$ cat config.mk
export PLATFORM = sky130hd
export DESIGN_NAME = montacargas_request_scheduler
export DESIGN_NICKNAME = d
export VERILOG_FILES = /design/src/rtl/montacargas_request_scheduler.sv
export SDC_FILE = /design/constraint.sdc
export NUM_CORES = 1
export LEC_CHECK = 0
export CORE_ASPECT_RATIO = 1.25
export CORE_MARGIN = 10
export CORE_UTILIZATION = 30
export DETAILED_ROUTE_END_ITERATION = 8
export PLACE_DENSITY = 0.61
export SYNTH_ARGS = -nofsm -noshare
export SYNTH_HDL_FRONTEND = slang
export SYNTH_SLANG_ARGS = --single-unit
export TNS_END_PERCENT = 10
$ cat constraint.sdc
create_clock -name clockBase_4MHz -period 1.7 [get_ports clockBase_4MHz]
set_input_delay 0.34 -clock clockBase_4MHz [delete_from_list [all_inputs] [get_ports clockBase_4MHz]]
set_output_delay 0.34 -clock clockBase_4MHz [all_outputs]
set_load 0.02 [all_outputs]
$ cat src/rtl/montacargas_request_scheduler.sv
// Call-request scheduler for the montacargas lift: syncs/debounces buttons, latches calls,
// tracks the cabin floor and hands one SCAN-ordered target at a time to the state machine.
// Optional debouncer enabled by defining MONTACARGAS_DEBOUNCE_EN.
module montacargas_request_scheduler #(
    parameter int DEBOUNCE_CYCLES = 80000,
    parameter int CNT_W           = 17
) (
    input  logic       clockBase_4MHz,
    input  logic       reset,
    input  logic [2:0] btnRaw,
    input  logic       FC1,
    input  logic       FC2,
    input  logic       FC3,
    input  logic       SPC,
    input  logic [1:0] driverMotor,
    output logic       P1,
    output logic       P2,
    output logic       P3,
    output logic [2:0] pendiente,
    output logic       dirSubida
);

    typedef enum logic [1:0] {IDLE, ISSUE, MOVING} state_t;

    function automatic logic [2:0] floor_mask(input logic [1:0] f);
        case (f)
            2'd1:    floor_mask = 3'b001;
            2'd2:    floor_mask = 3'b010;
            2'd3:    floor_mask = 3'b100;
            default: floor_mask = 3'b000;
        endcase
    endfunction

    logic [2:0] sync1_q, sync1_d, sync2_q, sync2_d;
    logic [2:0] lvl_prev_q, lvl_prev_d;
    logic [2:0] level, press;
    logic [1:0] cur_floor_q, cur_floor_d;
    logic [2:0] pend_q, pend_d;
    logic       dir_q, dir_d;
    state_t     state_q, state_d;
    logic [1:0] target_q, target_d;
    logic [2:0] p_q, p_d;
    logic [1:0] stop_cnt_q, stop_cnt_d;

    logic [2:0] fc;
    logic       motor_stop;
    logic       unused_sig;

    assign fc         = {FC3, FC2, FC1};
    assign motor_stop = (driverMotor == 2'b00);

`ifdef MONTACARGAS_DEBOUNCE_EN
    logic [CNT_W-1:0] cnt_q [3];
    logic [CNT_W-1:0] cnt_d [3];
    logic [2:0]       deb_q, deb_d;

    always_comb begin
        // NOTE: every comb output gets a default first so no path leaves it unassigned (no latch).
        deb_d = deb_q;
        for (int i = 0; i < 3; i++) begin
            cnt_d[i] = cnt_q[i];
            if (sync2_q[i] == deb_q[i]) begin
                cnt_d[i] = '0;
            end else if (cnt_q[i] == CNT_W'(DEBOUNCE_CYCLES - 1)) begin
                deb_d[i] = sync2_q[i];
                cnt_d[i] = '0;
            end else begin
                cnt_d[i] = cnt_q[i] + 1'b1;
            end
        end
    end

    always_ff @(posedge clockBase_4MHz) begin
        if (reset) begin
            // NOTE: this array is three counters, not a RAM, so resetting it costs nothing extra.
            for (int i = 0; i < 3; i++) cnt_q[i] <= '0;
            deb_q <= '0;
        end else begin
            for (int i = 0; i < 3; i++) cnt_q[i] <= cnt_d[i];
            deb_q <= deb_d;
        end
    end

    assign level      = deb_q;
    assign unused_sig = SPC;
`else
    assign level      = sync2_q;
    assign unused_sig = SPC ^ DEBOUNCE_CYCLES[0] ^ CNT_W[0];
`endif

    assign press = level & ~lvl_prev_q;

    // Input path, floor tracking and call latching.
    always_comb begin
        sync1_d    = btnRaw;
        sync2_d    = sync1_q;
        lvl_prev_d = level;
        cur_floor_d = cur_floor_q;
        if (FC1) cur_floor_d = 2'd1;
        if (FC2) cur_floor_d = 2'd2;
        if (FC3) cur_floor_d = 2'd3;
        // A press at the floor we are parked at is swallowed by the same-cycle clear.
        pend_d = (pend_q | press) & ~(fc & {3{motor_stop}});
    end

    logic [2:0] cand;
    logic       have_above, have_below;
    logic [1:0] above_floor, below_floor;

    always_comb begin
        cand        = pend_q & ~floor_mask(cur_floor_q);
        have_above  = 1'b0;
        have_below  = 1'b0;
        above_floor = 2'd0;
        below_floor = 2'd0;
        for (int k = 2; k >= 0; k--) begin
            if (cand[k] && (2'(k + 1) > cur_floor_q)) begin
                have_above  = 1'b1;
                above_floor = 2'(k + 1);
            end
        end
        for (int k = 0; k < 3; k++) begin
            if (cand[k] && (2'(k + 1) < cur_floor_q)) begin
                have_below  = 1'b1;
                below_floor = 2'(k + 1);
            end
        end
    end

    always_comb begin
        state_d    = state_q;
        target_d   = target_q;
        dir_d      = dir_q;
        stop_cnt_d = '0;
        p_d        = '0;
        case (state_q)
            IDLE: begin
                if (!motor_stop) begin
                    state_d  = MOVING;
                    target_d = 2'd1;
                end else if (dir_q ? have_above : have_below) begin
                    state_d  = ISSUE;
                    target_d = dir_q ? above_floor : below_floor;
                end else if (dir_q ? have_below : have_above) begin
                    state_d  = ISSUE;
                    target_d = dir_q ? below_floor : above_floor;
                    dir_d    = ~dir_q;
                end
            end
            ISSUE: begin
                if (!motor_stop) state_d = MOVING;
                else             p_d     = floor_mask(target_q);
            end
            MOVING: begin
                if (driverMotor == 2'b01)      dir_d = 1'b1;
                else if (driverMotor == 2'b10) dir_d = 1'b0;
                if (motor_stop) begin
                    // Stopped somewhere other than the target for a third cycle: give up, keep the call.
                    if (|(fc & floor_mask(target_q)) || stop_cnt_q == 2'd2) state_d = IDLE;
                    else stop_cnt_d = stop_cnt_q + 2'd1;
                end
            end
            default: state_d = IDLE;
        endcase
    end

    always_ff @(posedge clockBase_4MHz) begin
        // NOTE: non-blocking assignments so every flop samples pre-edge values regardless of order.
        if (reset) begin
            sync1_q     <= '0;
            sync2_q     <= '0;
            lvl_prev_q  <= '0;
            cur_floor_q <= 2'd1;
            pend_q      <= '0;
            dir_q       <= 1'b0;
            state_q     <= IDLE;
            target_q    <= 2'd1;
            p_q         <= '0;
            stop_cnt_q  <= '0;
        end else begin
            sync1_q     <= sync1_d;
            sync2_q     <= sync2_d;
            lvl_prev_q  <= lvl_prev_d;
            cur_floor_q <= cur_floor_d;
            pend_q      <= pend_d;
            dir_q       <= dir_d;
            state_q     <= state_d;
            target_q    <= target_d;
            p_q         <= p_d;
            stop_cnt_q  <= stop_cnt_d;
        end
    end

    assign {P3, P2, P1} = p_q;
    assign pendiente    = pend_q;
    assign dirSubida    = dir_q;

endmodule

==> results_dict.tcl <==
set metrics [dict create \
    holdPathStages 1 \
    routabilityCongestion 0.816 \
    root_buffer "clkbuf_8" \
    rr_worst_depth 5 \
    ir_drop_mv 0.462 \
    maxCapViolations 0 \
    synth_cell_types 36 \
    rows 24 \
    power_density_nw_per_um2 914 \
    grt_pass1_wl_um 3790 \
    period_needed_ns 1.59 \
    wirelength_um 2120 \
    worst_slew_pin_slew_ns 0.347 \
    crit_path_end_kind "flip-flop" \
    cp_top_family "buffers and inverters" \
    report.final.hold_viol_count 0 \
    vias 862 \
    ys_warn_count 0 \
    ant_nets 0 \
    die-height_um 86.6 \
    multiInputGateArea_um2 510 \
    fin_skew_ns 0.00388 \
    synth-seq-cells 24 \
    timing.rr.end "dirSubida$_SDFFE_PP0P_" \
    start_kind "primary input" \
    ioPinCount 18 \
    cp.required_ns 1.84 \
    syn-num-nets 131 \
    slew_headroom 0.763 \
    gr-usage-all-layers 0.0737 \
    cts_made_buffers 3 \
    critPathKind "primary input to flip-flop" \
    ctsHoldBuffers 0 \
    min_from "stop_cnt_q[0]$_SDFF_PP0_" \
    grt_remaining_overflow 0 \
    vias_per_cell 4.87 \
    path_buf_inv 2 \
    fin_util 0.392 \
    area.growth.synth_to_final_pct 27.3 \
    die_area_um2 6350 \
    syn_area_per_cell_um2 9.10 \
    cp.arrival_ns 1.73 \
    slowest_delay_ns 0.47 \
    clkSlewWorstSetupHoldPaths_ns 0.08 \
    ys_seq_area_frac 0.451 \
    finalSetupViolCount 0 \
    rsz0062_at_grt "no" \
    start_util 0.308 \
    portBuffers 16 \
    first_iter_violations 34 \
    n_antenna_cell 0 \
    hold_end "stop_cnt_q[0]$_SDFF_PP0_" \
    synth_area_um2 1060 \
    grt_max_degree 19 \
    cts_tree "yes" \
    rr_startpoint "cur_floor_q[1]$_SDFFE_PP0P_" \
    hold_class "flip-flop to flip-flop" \
    netlist_instances 117 \
    power_leakage_uw 0.000562 \
    rrSetupSlack_ns 0.22 \
    critPathMaxFanout 2 \
    drc 0 \
    hold_slack_ns 0.416 \
    critPathSlowestCell "clkdlybuf4s50_1" \
    firstDrtPassIters 4 \
    grt_pass1_vias 848 \
    antenna_found_initial 0 \
    drive_gt1_frac 0.101 \
    htreeDepth 1 \
    design.core.area_um2 3450 \
    fillCellCount 341 \
    clock_latency_ns 0.27 \
    clk_path_buf_depth 2 \
    fmax_mhz 629 \
    cts_sinks 24 \
    crit_path_cell_trace "clkdlybuf4s50_1 -> inv_1 -> ha_1 -> and3b_1 -> a311oi_1 -> a2111oi_2" \
    regArea_um2 480 \
    finalNetCount 153 \
    fin_crit_sh 0.935 \
    slew_viol_final 0 \
    status "complete, no violations" \
    routedWlPerCell_um 12.0 \
    dp_hpwl_um 1700 \
    die_w_um 73.3 \
]
==> layout make-up <==
class | instances | share of cell area
Multi-Input combinational cell | 79 | 0.377
Sequential cell | 24 | 0.355
Timing Repair Buffer | 22 | 0.154
Tap cell | 39 | 0.0360
Clock buffer | 3 | 0.0305
Inverter | 9 | 0.0259
Clock inverter | 1 | 0.0222
==> synth_stat cells <==
| master | count | area share |
|---|---|---|
| or2_1 | 1 | 0.0059 |
| o211ai_1 | 2 | 0.014 |
| nor2b_1 | 12 | 0.071 |
| inv_1 | 8 | 0.028 |
| nor3_1 | 2 | 0.0094 |
| buf_1 | 1 | 0.0035 |
| clkinv_2 | 1 | 0.0047 |
| nand2_1 | 8 | 0.028 |
| o21a_2 | 1 | 0.0082 |
| a2111oi_0 | 1 | 0.0082 |
| mux2i_1 | 3 | 0.028 |
| a2bb2oi_1 | 1 | 0.0082 |
| a2111oi_2 | 1 | 0.014 |
| a21o_1 | 1 | 0.0071 |
| o21ai_2 | 1 | 0.0082 |
| ha_1 | 3 | 0.035 |
| nand3_1 | 2 | 0.0094 |
| a31oi_1 | 1 | 0.0059 |
| dfxtp_1 | 24 | 0.45 |
| a22o_1 | 1 | 0.0082 |
| buf_6 | 2 | 0.021 |
| and3_1 | 1 | 0.0059 |
| buf_4 | 1 | 0.0071 |
| a21oi_1 | 7 | 0.033 |
| mux2_1 | 1 | 0.011 |
| a221oi_1 | 2 | 0.016 |
| nand2b_1 | 7 | 0.041 |
| a211oi_1 | 1 | 0.0071 |
| a311oi_1 | 1 | 0.0082 |
| o22ai_1 | 1 | 0.0059 |
| nand3b_1 | 1 | 0.0071 |
| buf_2 | 1 | 0.0047 |
| nor2_1 | 10 | 0.035 |
| nor3b_1 | 2 | 0.014 |
| o21ai_0 | 2 | 0.0094 |
| and3b_1 | 2 | 0.016 |
==> layer usage <==
layer  track usage  vias to the layer above  part of all wire  routed length [um]
li1              -                      441                 -                   -
met3        0.0183                        5             0.047                  99
met4        0.0502                        0             0.025                  53
met2         0.120                       17              0.50                1060
met5             0                        -                 0                   0
met1        0.0813                      399              0.43                 905
==> logic make-up (layout without fill, tap and decap cells) <==
logic type	after synthesis	after routing	share of synthesized area
flip-flops	24	24	0.451
buffers and inverters	14	35	0.0693
adder cells (fa/ha/maj)	3	3	0.0353
AND/OR/NAND/NOR	48	48	0.243
multiplexers	4	4	0.0388
AO/OA/AOI/OAI	24	24	0.162
==> state kept, by name (all words and copies together) (netlist names) <==
signal / flops
stop_cnt_q: 2
sync1_q: 3
lvl_prev_q: 3
target_q: 2
dirSubida: 1
state_q: 2
cur_floor_q: 2
level: 3
pendiente: 3
p_q: 3
==> power breakdown <==
| group | leakage [uW] | total, uW | internal [uW] | switching (uW) |
|---|---|---|---|---|
| combinational | 0.000330 | 143 | 76.8 | 66.1 |
| sequential | 0.000196 | 605 | 583 | 21.9 |
| clock | 0.0000357 | 491 | 315 | 177 |
| total | 0.000562 | 1240 | 974 | 265 |
==> stage by stage <==
stage	setup WS, ns	std cells	power [uW]	cell area [um2]	setup TNS (ns)
finish	0.111	177	1240	1360	0
global route	0.0715	177	1290	1360	0
CTS	0.0126	177	1260	1350	0
detailed placement	-0.187	173	764	1280	-0.614
global placement	-0.130	173	760	1280	-0.430
floorplan	0.336	117	707	1060	0
==> worst max-delay path by stage <==
stage	end	from	cells past startpoint
after floorplan	dirSubida$_SDFFE_PP0P_	pendiente[0]$_SDFF_PP0_	5
after global placement	dirSubida$_SDFFE_PP0P_	driverMotor[0]	6
after detailed placement	dirSubida$_SDFFE_PP0P_	driverMotor[0]	6
after CTS	pendiente[2]	pendiente[2]$_SDFF_PP0_	1
after global routing	target_q[0]$_SDFFE_PP1P_	cur_floor_q[0]$_SDFFE_PP1P_	5
final	dirSubida$_SDFFE_PP0P_	driverMotor[0]	6
==> layout by cell type (no fill, tap or decap), drive strengths merged, types with 2 or more instances in the layout <==
cell type,instances
dfxtp,24
clkdlybuf4s50,13
nor2b,12
nor2,10
inv,8
nand2,8
nand2b,7
a21oi,7
buf,6
mux2i,3
ha,3
clkbuf,3
o21ai,3
a221oi,2
and3b,2
o211ai,2
nor3,2
nor3b,2
nand3,2
dlymetal6s2s,2
a2111oi,2
==> timing repair <==
action / CTS / global route
setup endpoints to repair: 1 / 2
gates resized for setup: 1 / 2
setup buffers: 0 / 0
(Power assumes the default switching activity.)
